### config.mk
export PLATFORM = sky130hd
export DESIGN_NAME = osd_spi_loader
export DESIGN_NICKNAME = d
export VERILOG_FILES = /design/src/rtl/osd_spi_loader.sv
export SDC_FILE = /design/constraint.sdc
export NUM_CORES = 1
export LEC_CHECK = 0
export CORE_ASPECT_RATIO = 1.1
export CORE_MARGIN = 2
export CORE_UTILIZATION = 50
export DETAILED_ROUTE_END_ITERATION = 7
export PLACE_DENSITY = 0.74
export SLEW_MARGIN = 10
export SYNTH_ARGS = -nofsm -noshare
export SYNTH_HDL_FRONTEND = slang
export SYNTH_SLANG_ARGS = --single-unit
### constraint.sdc
create_clock -name pclk -period 3.8 [get_ports pclk]
set_input_delay 0.57 -clock pclk [delete_from_list [all_inputs] [get_ports pclk]]
set_output_delay 0.57 -clock pclk [all_outputs]
set_load 0.01 [all_outputs]
### src/rtl/osd_spi_loader.sv
`default_nettype none
// +--------------------------------------------------------------------------+
// | Module  : osd_spi_loader                                                 |
// | Desc    : SPI master and command sequencer for the OSD overlay. Sends    |
// |           enable/disable commands and streams 256-byte line writes.      |
// | Rev     : 1.0 - initial release                                          |
// +--------------------------------------------------------------------------+
module osd_spi_loader #(
    parameter int CLK_DIV = 4,
    parameter int SS_GAP  = 8
) (
    input  logic       pclk,
    input  logic       reset,
    input  logic       cmd_valid,
    output logic       cmd_ready,
    input  logic [1:0] cmd_type,
    input  logic [2:0] cmd_line,
    output logic       rd_req,
    output logic [7:0] rd_addr,
    input  logic [7:0] rd_data,
    output logic       busy,
    output logic       done,
    output logic       sck,
    output logic       ss,
    output logic       sdi
);

    localparam int c_TW = (CLK_DIV > 1) ? $clog2(CLK_DIV) : 1;
    localparam int c_GW = (SS_GAP > 1) ? $clog2(SS_GAP + 1) : 1;
    localparam logic [c_TW-1:0] c_TLOAD = c_TW'(CLK_DIV - 1);
    localparam logic [c_GW-1:0] c_GAP   = c_GW'(SS_GAP);

    localparam logic [7:0] c_CMD_DISABLE = 8'h40;
    localparam logic [7:0] c_CMD_ENABLE  = 8'h41;
    localparam logic [4:0] c_WRITE_PFX   = 5'b00100;
    localparam logic [1:0] c_TYPE_WRITE  = 2'b10;
    localparam logic [1:0] c_TYPE_NOP    = 2'b11;

    localparam logic [2:0] c_IDLE     = 3'd0;
    localparam logic [2:0] c_SELECT   = 3'd1;
    localparam logic [2:0] c_FETCH    = 3'd2;
    localparam logic [2:0] c_BIT_LO   = 3'd3;
    localparam logic [2:0] c_BIT_HI   = 3'd4;
    localparam logic [2:0] c_DESELECT = 3'd5;

    logic [2:0]      r_state;
    logic [c_TW-1:0] r_timer;
    logic [c_GW-1:0] r_gap;
    logic [2:0]      r_bitcnt;
    logic [7:0]      r_shift;
    logic [1:0]      r_type;
    logic [2:0]      r_line;
    logic            r_last;
    logic [7:0]      r_rd_addr;
    logic            r_rd_req;
    logic            r_busy;
    logic            r_done;
    logic            r_sck;
    logic            r_ss;
    logic            r_sdi;
    logic [7:0]      w_cmd_byte;
    logic            w_cmd_ready;

    always_comb begin
        w_cmd_byte = c_CMD_DISABLE;
        case (r_type)
            2'b01:        w_cmd_byte = c_CMD_ENABLE;
            c_TYPE_WRITE: w_cmd_byte = {c_WRITE_PFX, r_line};
            default:      w_cmd_byte = c_CMD_DISABLE;
        endcase
    end

    assign w_cmd_ready = (r_state == c_IDLE) && (r_gap == '0);

    always_ff @(posedge pclk) begin
        if (reset) begin
            r_state   <= c_IDLE;
            r_timer   <= '0;
            r_gap     <= c_GAP;
            r_bitcnt  <= 3'd0;
            r_shift   <= 8'd0;
            r_type    <= 2'b00;
            r_line    <= 3'd0;
            r_last    <= 1'b0;
            r_rd_addr <= 8'd0;
            r_rd_req  <= 1'b0;
            r_busy    <= 1'b0;
            r_done    <= 1'b0;
            r_sck     <= 1'b0;
            r_ss      <= 1'b1;
            r_sdi     <= 1'b0;
        end else begin
            r_done   <= 1'b0;
            r_rd_req <= 1'b0;
            if (r_gap != '0)
                r_gap <= r_gap - 1'b1;

            case (r_state)
                c_IDLE: begin
                    r_busy <= 1'b0;
                    if (cmd_valid && w_cmd_ready) begin
                        r_type <= cmd_type;
                        r_line <= cmd_line;
                        // A no-op is consumed here and never touches the bus
                        if (cmd_type != c_TYPE_NOP) begin
                            r_state   <= c_SELECT;
                            r_ss      <= 1'b0;
                            r_busy    <= 1'b1;
                            r_timer   <= c_TLOAD;
                            r_rd_addr <= 8'd0;
                            r_last    <= 1'b0;
                        end
                    end
                end

                c_SELECT: begin
                    if (r_timer == '0) begin
                        r_shift  <= w_cmd_byte;
                        r_sdi    <= w_cmd_byte[7];
                        r_bitcnt <= 3'd0;
                        r_timer  <= c_TLOAD;
                        r_state  <= c_BIT_LO;
                    end else begin
                        r_timer <= r_timer - 1'b1;
                    end
                end

                c_FETCH: begin
                    // First FETCH cycle issues the strobe; the second captures the byte
                    if (!r_rd_req) begin
                        r_shift   <= rd_data;
                        r_sdi     <= rd_data[7];
                        r_rd_addr <= r_rd_addr + 8'd1;
                        r_last    <= (r_rd_addr == 8'hFF);
                        r_bitcnt  <= 3'd0;
                        r_timer   <= c_TLOAD;
                        r_state   <= c_BIT_LO;
                    end
                end

                c_BIT_LO: begin
                    if (r_timer == '0) begin
                        r_sck   <= 1'b1;
                        r_timer <= c_TLOAD;
                        r_state <= c_BIT_HI;
                    end else begin
                        r_timer <= r_timer - 1'b1;
                    end
                end

                c_BIT_HI: begin
                    if (r_timer == '0) begin
                        r_sck    <= 1'b0;
                        r_shift  <= {r_shift[6:0], 1'b0};
                        r_bitcnt <= r_bitcnt + 3'd1;
                        r_timer  <= c_TLOAD;
                        if (r_bitcnt != 3'd7) begin
                            r_sdi   <= r_shift[6];
                            r_state <= c_BIT_LO;
                        end else if ((r_type == c_TYPE_WRITE) && !r_last) begin
                            r_rd_req <= 1'b1;
                            r_state  <= c_FETCH;
                        end else begin
                            r_sdi   <= 1'b0;
                            r_state <= c_DESELECT;
                        end
                    end else begin
                        r_timer <= r_timer - 1'b1;
                    end
                end

                c_DESELECT: begin
                    if (r_timer == '0) begin
                        r_ss    <= 1'b1;
                        r_done  <= 1'b1;
                        r_gap   <= c_GAP;
                        r_state <= c_IDLE;
                    end else begin
                        r_timer <= r_timer - 1'b1;
                    end
                end

                default: r_state <= c_IDLE;
            endcase
        end
    end

    assign cmd_ready = w_cmd_ready;
    assign rd_req    = r_rd_req;
    assign rd_addr   = r_rd_addr;
    assign busy      = r_busy;
    assign done      = r_done;
    assign sck       = r_sck;
    assign ss        = r_ss;
    assign sdi       = r_sdi;

endmodule
`default_nettype wire
==> reports/qor.yml <==
status: "completed"
wl_um: 4780
dp_hpwl_um: 3311
tns_ns: 0
fin_crit_sh: 0.6960
maxCapViolations: 0
skew_ns: 0.006572
end_kind: "output port"
drc_errors: 0
cts_setup_buffers: 0
setup_viol: 0
wl_per_cell_um: 14.75
start_util: 0.5266
antenna_found_initial: 0
rr_endpoint: "rd_addr[5]"
clk_pin_slew_ns: 0.07
num_io_pins: 31
nFillCells: 375
yosys.area.top_type: "dfxtp_1"
gp_congestion: 0.8216
area_growth_pct: 19.45
cts_tree: "done"
layout-drive-gt1-share: 0.06250
timing.reg2reg.setup_slack_ns: 1.63
place_inst: 316
worstMarginPinSlew_ns: 1.028
grt_util_met2: 0.3378
p_per_area_nw_per_um2: 592.8
io_buffer_count: 30
dr_total_vias: 1891
hold_class: "reg2reg"
yosys.cell_count.top_type: "dfxtp_1"
synthTopCellsByArea: "dfxtp_1 37%, a21oi_1 5.9%, mux2i_1 5.7%"
clock_sinks: 39
crit_fanout: 5
seq_area_um2: 780.7
hold_viol_final: 0
worstPathRequired_ns: 3.23
synth_edf_count: 0
die-area_um2: 4742
ctsHoldBuffers: 0
grt_usage: 0.2125
worstSetupPathType: "reg2out"
ys_types: 51
fin_nets: 295
period_needed_ns: 2.645
grt-busiest-layer: "met2"
cp-start-kind: "flop"
die_width_um: 65.84
numCtsBuffers: 5
num_rows: 24
grt_max_degree: 31
slew_headroom: 0.3116
reg2reg_depth: 6
core_um2: 3994
fmax_mhz: 378.1
leakagePower_nw: 0.9029
r2r_start: "r_gap[0]"
drt-initial-drc-count: 91
arrival_ns: 2.07
fin_cells: 324
avgSynthCellArea_um2: 8.515
postRouteAntennaNets: 0
async_flop_share: 0
synth-seq-cells: 39
synth_ff_type: "dfxtp_1"
met3_usage: 0.04651
diodes: 0
fp.dieH_um: 72.03
grt_pass1_wl_um: 7948
synth.net_count: 271
power_mw: 1.489
rsz0062_at_grt: "false"
yosys-top-cells-count: "39 x dfxtp_1, 25 x a21oi_1, 20 x nand2_1"
startpoint: "r_gap[0]"
use_met1: 0.2940
grt.overflow.total: 0
synth_area_um2: 2103
synthCells: 247
vias_per_cell: 5.836
clk-insertion-delay-late_ns: 0.29
ys_seq_area_frac: 0.3712
first_global_vias: 1717
clockBufferDepth: 2
endpoint: "cmd_ready"
maxSlewViolCount: 0
vdd_drop_max_mv: 0.3753
cts-root-buf: "clkbuf_8"
synth_top_area_share: 0.3712
dr.pass1.iters: 4
cts-htree-levels: 2
yosysWarnings: 0
cts_resized: 0
multiInputGateArea_um2: 1221
## metrics by stage
| stage | hold slack, ns | area, µm² | util | worst slack [ns] |
|---|---|---|---|---|
| floorplan | 0.4440 | 2103 | - | 1.984 |
| global placement | 0.4435 | 2412 | 0.6040 | 1.479 |
| detailed placement | 0.4440 | 2412 | 0.6040 | 1.430 |
| CTS | 0.4670 | 2512 | 0.6291 | 1.134 |
| global route | 0.4800 | 2512 | 0.6291 | 1.064 |
| finish | 0.4669 | 2512 | 0.6291 | 1.155 |
## placed cells by master (no fill, tap or decap), drive strengths merged, types with 2 or more instances in the layout
| master | instances |
|---|---|
| inv | 10 |
| a21o | 3 |
| a2bb2oi | 2 |
| a211o | 2 |
| mux2i | 12 |
| o21ai | 4 |
| o31ai | 2 |
| a311oi | 3 |
| nand2 | 20 |
| clkbuf | 8 |
| nand4 | 4 |
| nand2b | 9 |
| nand3 | 17 |
| a22oi | 2 |
| clkdlybuf4s50 | 30 |
| nor2b | 3 |
| nor2 | 12 |
| ha | 8 |
| or3 | 3 |
| a21oi | 26 |
| a22o | 6 |
| nand3b | 3 |
| dfxtp | 39 |
| a21boi | 3 |
| and3 | 3 |
| a211oi | 6 |
| nor3 | 12 |
| a32oi | 2 |
| or3b | 2 |
## logic make-up (layout without fill, tap and decap cells)
family,Yosys count,in the layout,synth area share
buf+inv,24,49,0.04819
fa+ha+maj,8,8,0.04759
mux,12,12,0.05711
flops,39,39,0.3712
compound gates,70,70,0.2362
simple gates,93,93,0.2356
xor+xnor,1,1,0.004165
## cell type report
cell class / instances / area share
multi-input cells: 184 / 0.4861
flip-flops and latches: 39 / 0.3108
repair buffers: 31 / 0.1225
clock buffers: 8 / 0.03984
well taps: 52 / 0.02590
inverters: 10 / 0.01494
## report_power, final
part	total, mW	switching (mW)	internal, mW
clock network	0.305	0.139	0.166
logic	0.599	0.340	0.259
registers	0.586	0.0954	0.490
total	1.49	0.575	0.915
## state kept, by name, indices dropped and copies added, names as in the netlist, 2 cells and up
signal and flops:
rd_addr 8, r_bitcnt 3, r_timer 2, r_gap 4, r_type 2, r_shift 7, r_line 3, r_state 3
## worst max-delay path, stage by stage, from the launching register on
cell,delay (ns)
dfxtp_1,0.31
inv_1,0.08
ha_1,0.22
or3b_2,0.52
nor2_1,0.12
clkdlybuf4s50_1,0.54
## routing by layer
metal	routed length, µm	part of all wire
met5	0	0
met4	13	0.0027
met3	217	0.045
met2	2248	0.47
met1	2299	0.48
## worst min path at each step
stage / from / to / slack, ns / depth (start not counted)
finish: ss / ss / 0.47 / 1
global route: ss / ss / 0.48 / 1
CTS: ss / ss / 0.47 / 1
detailed placement: ss / ss / 0.44 / 1
global placement: ss / ss / 0.44 / 1
floorplan: r_shift[3] / r_shift[3] / 0.44 / 2
Power figures use the tool's default switching activity.
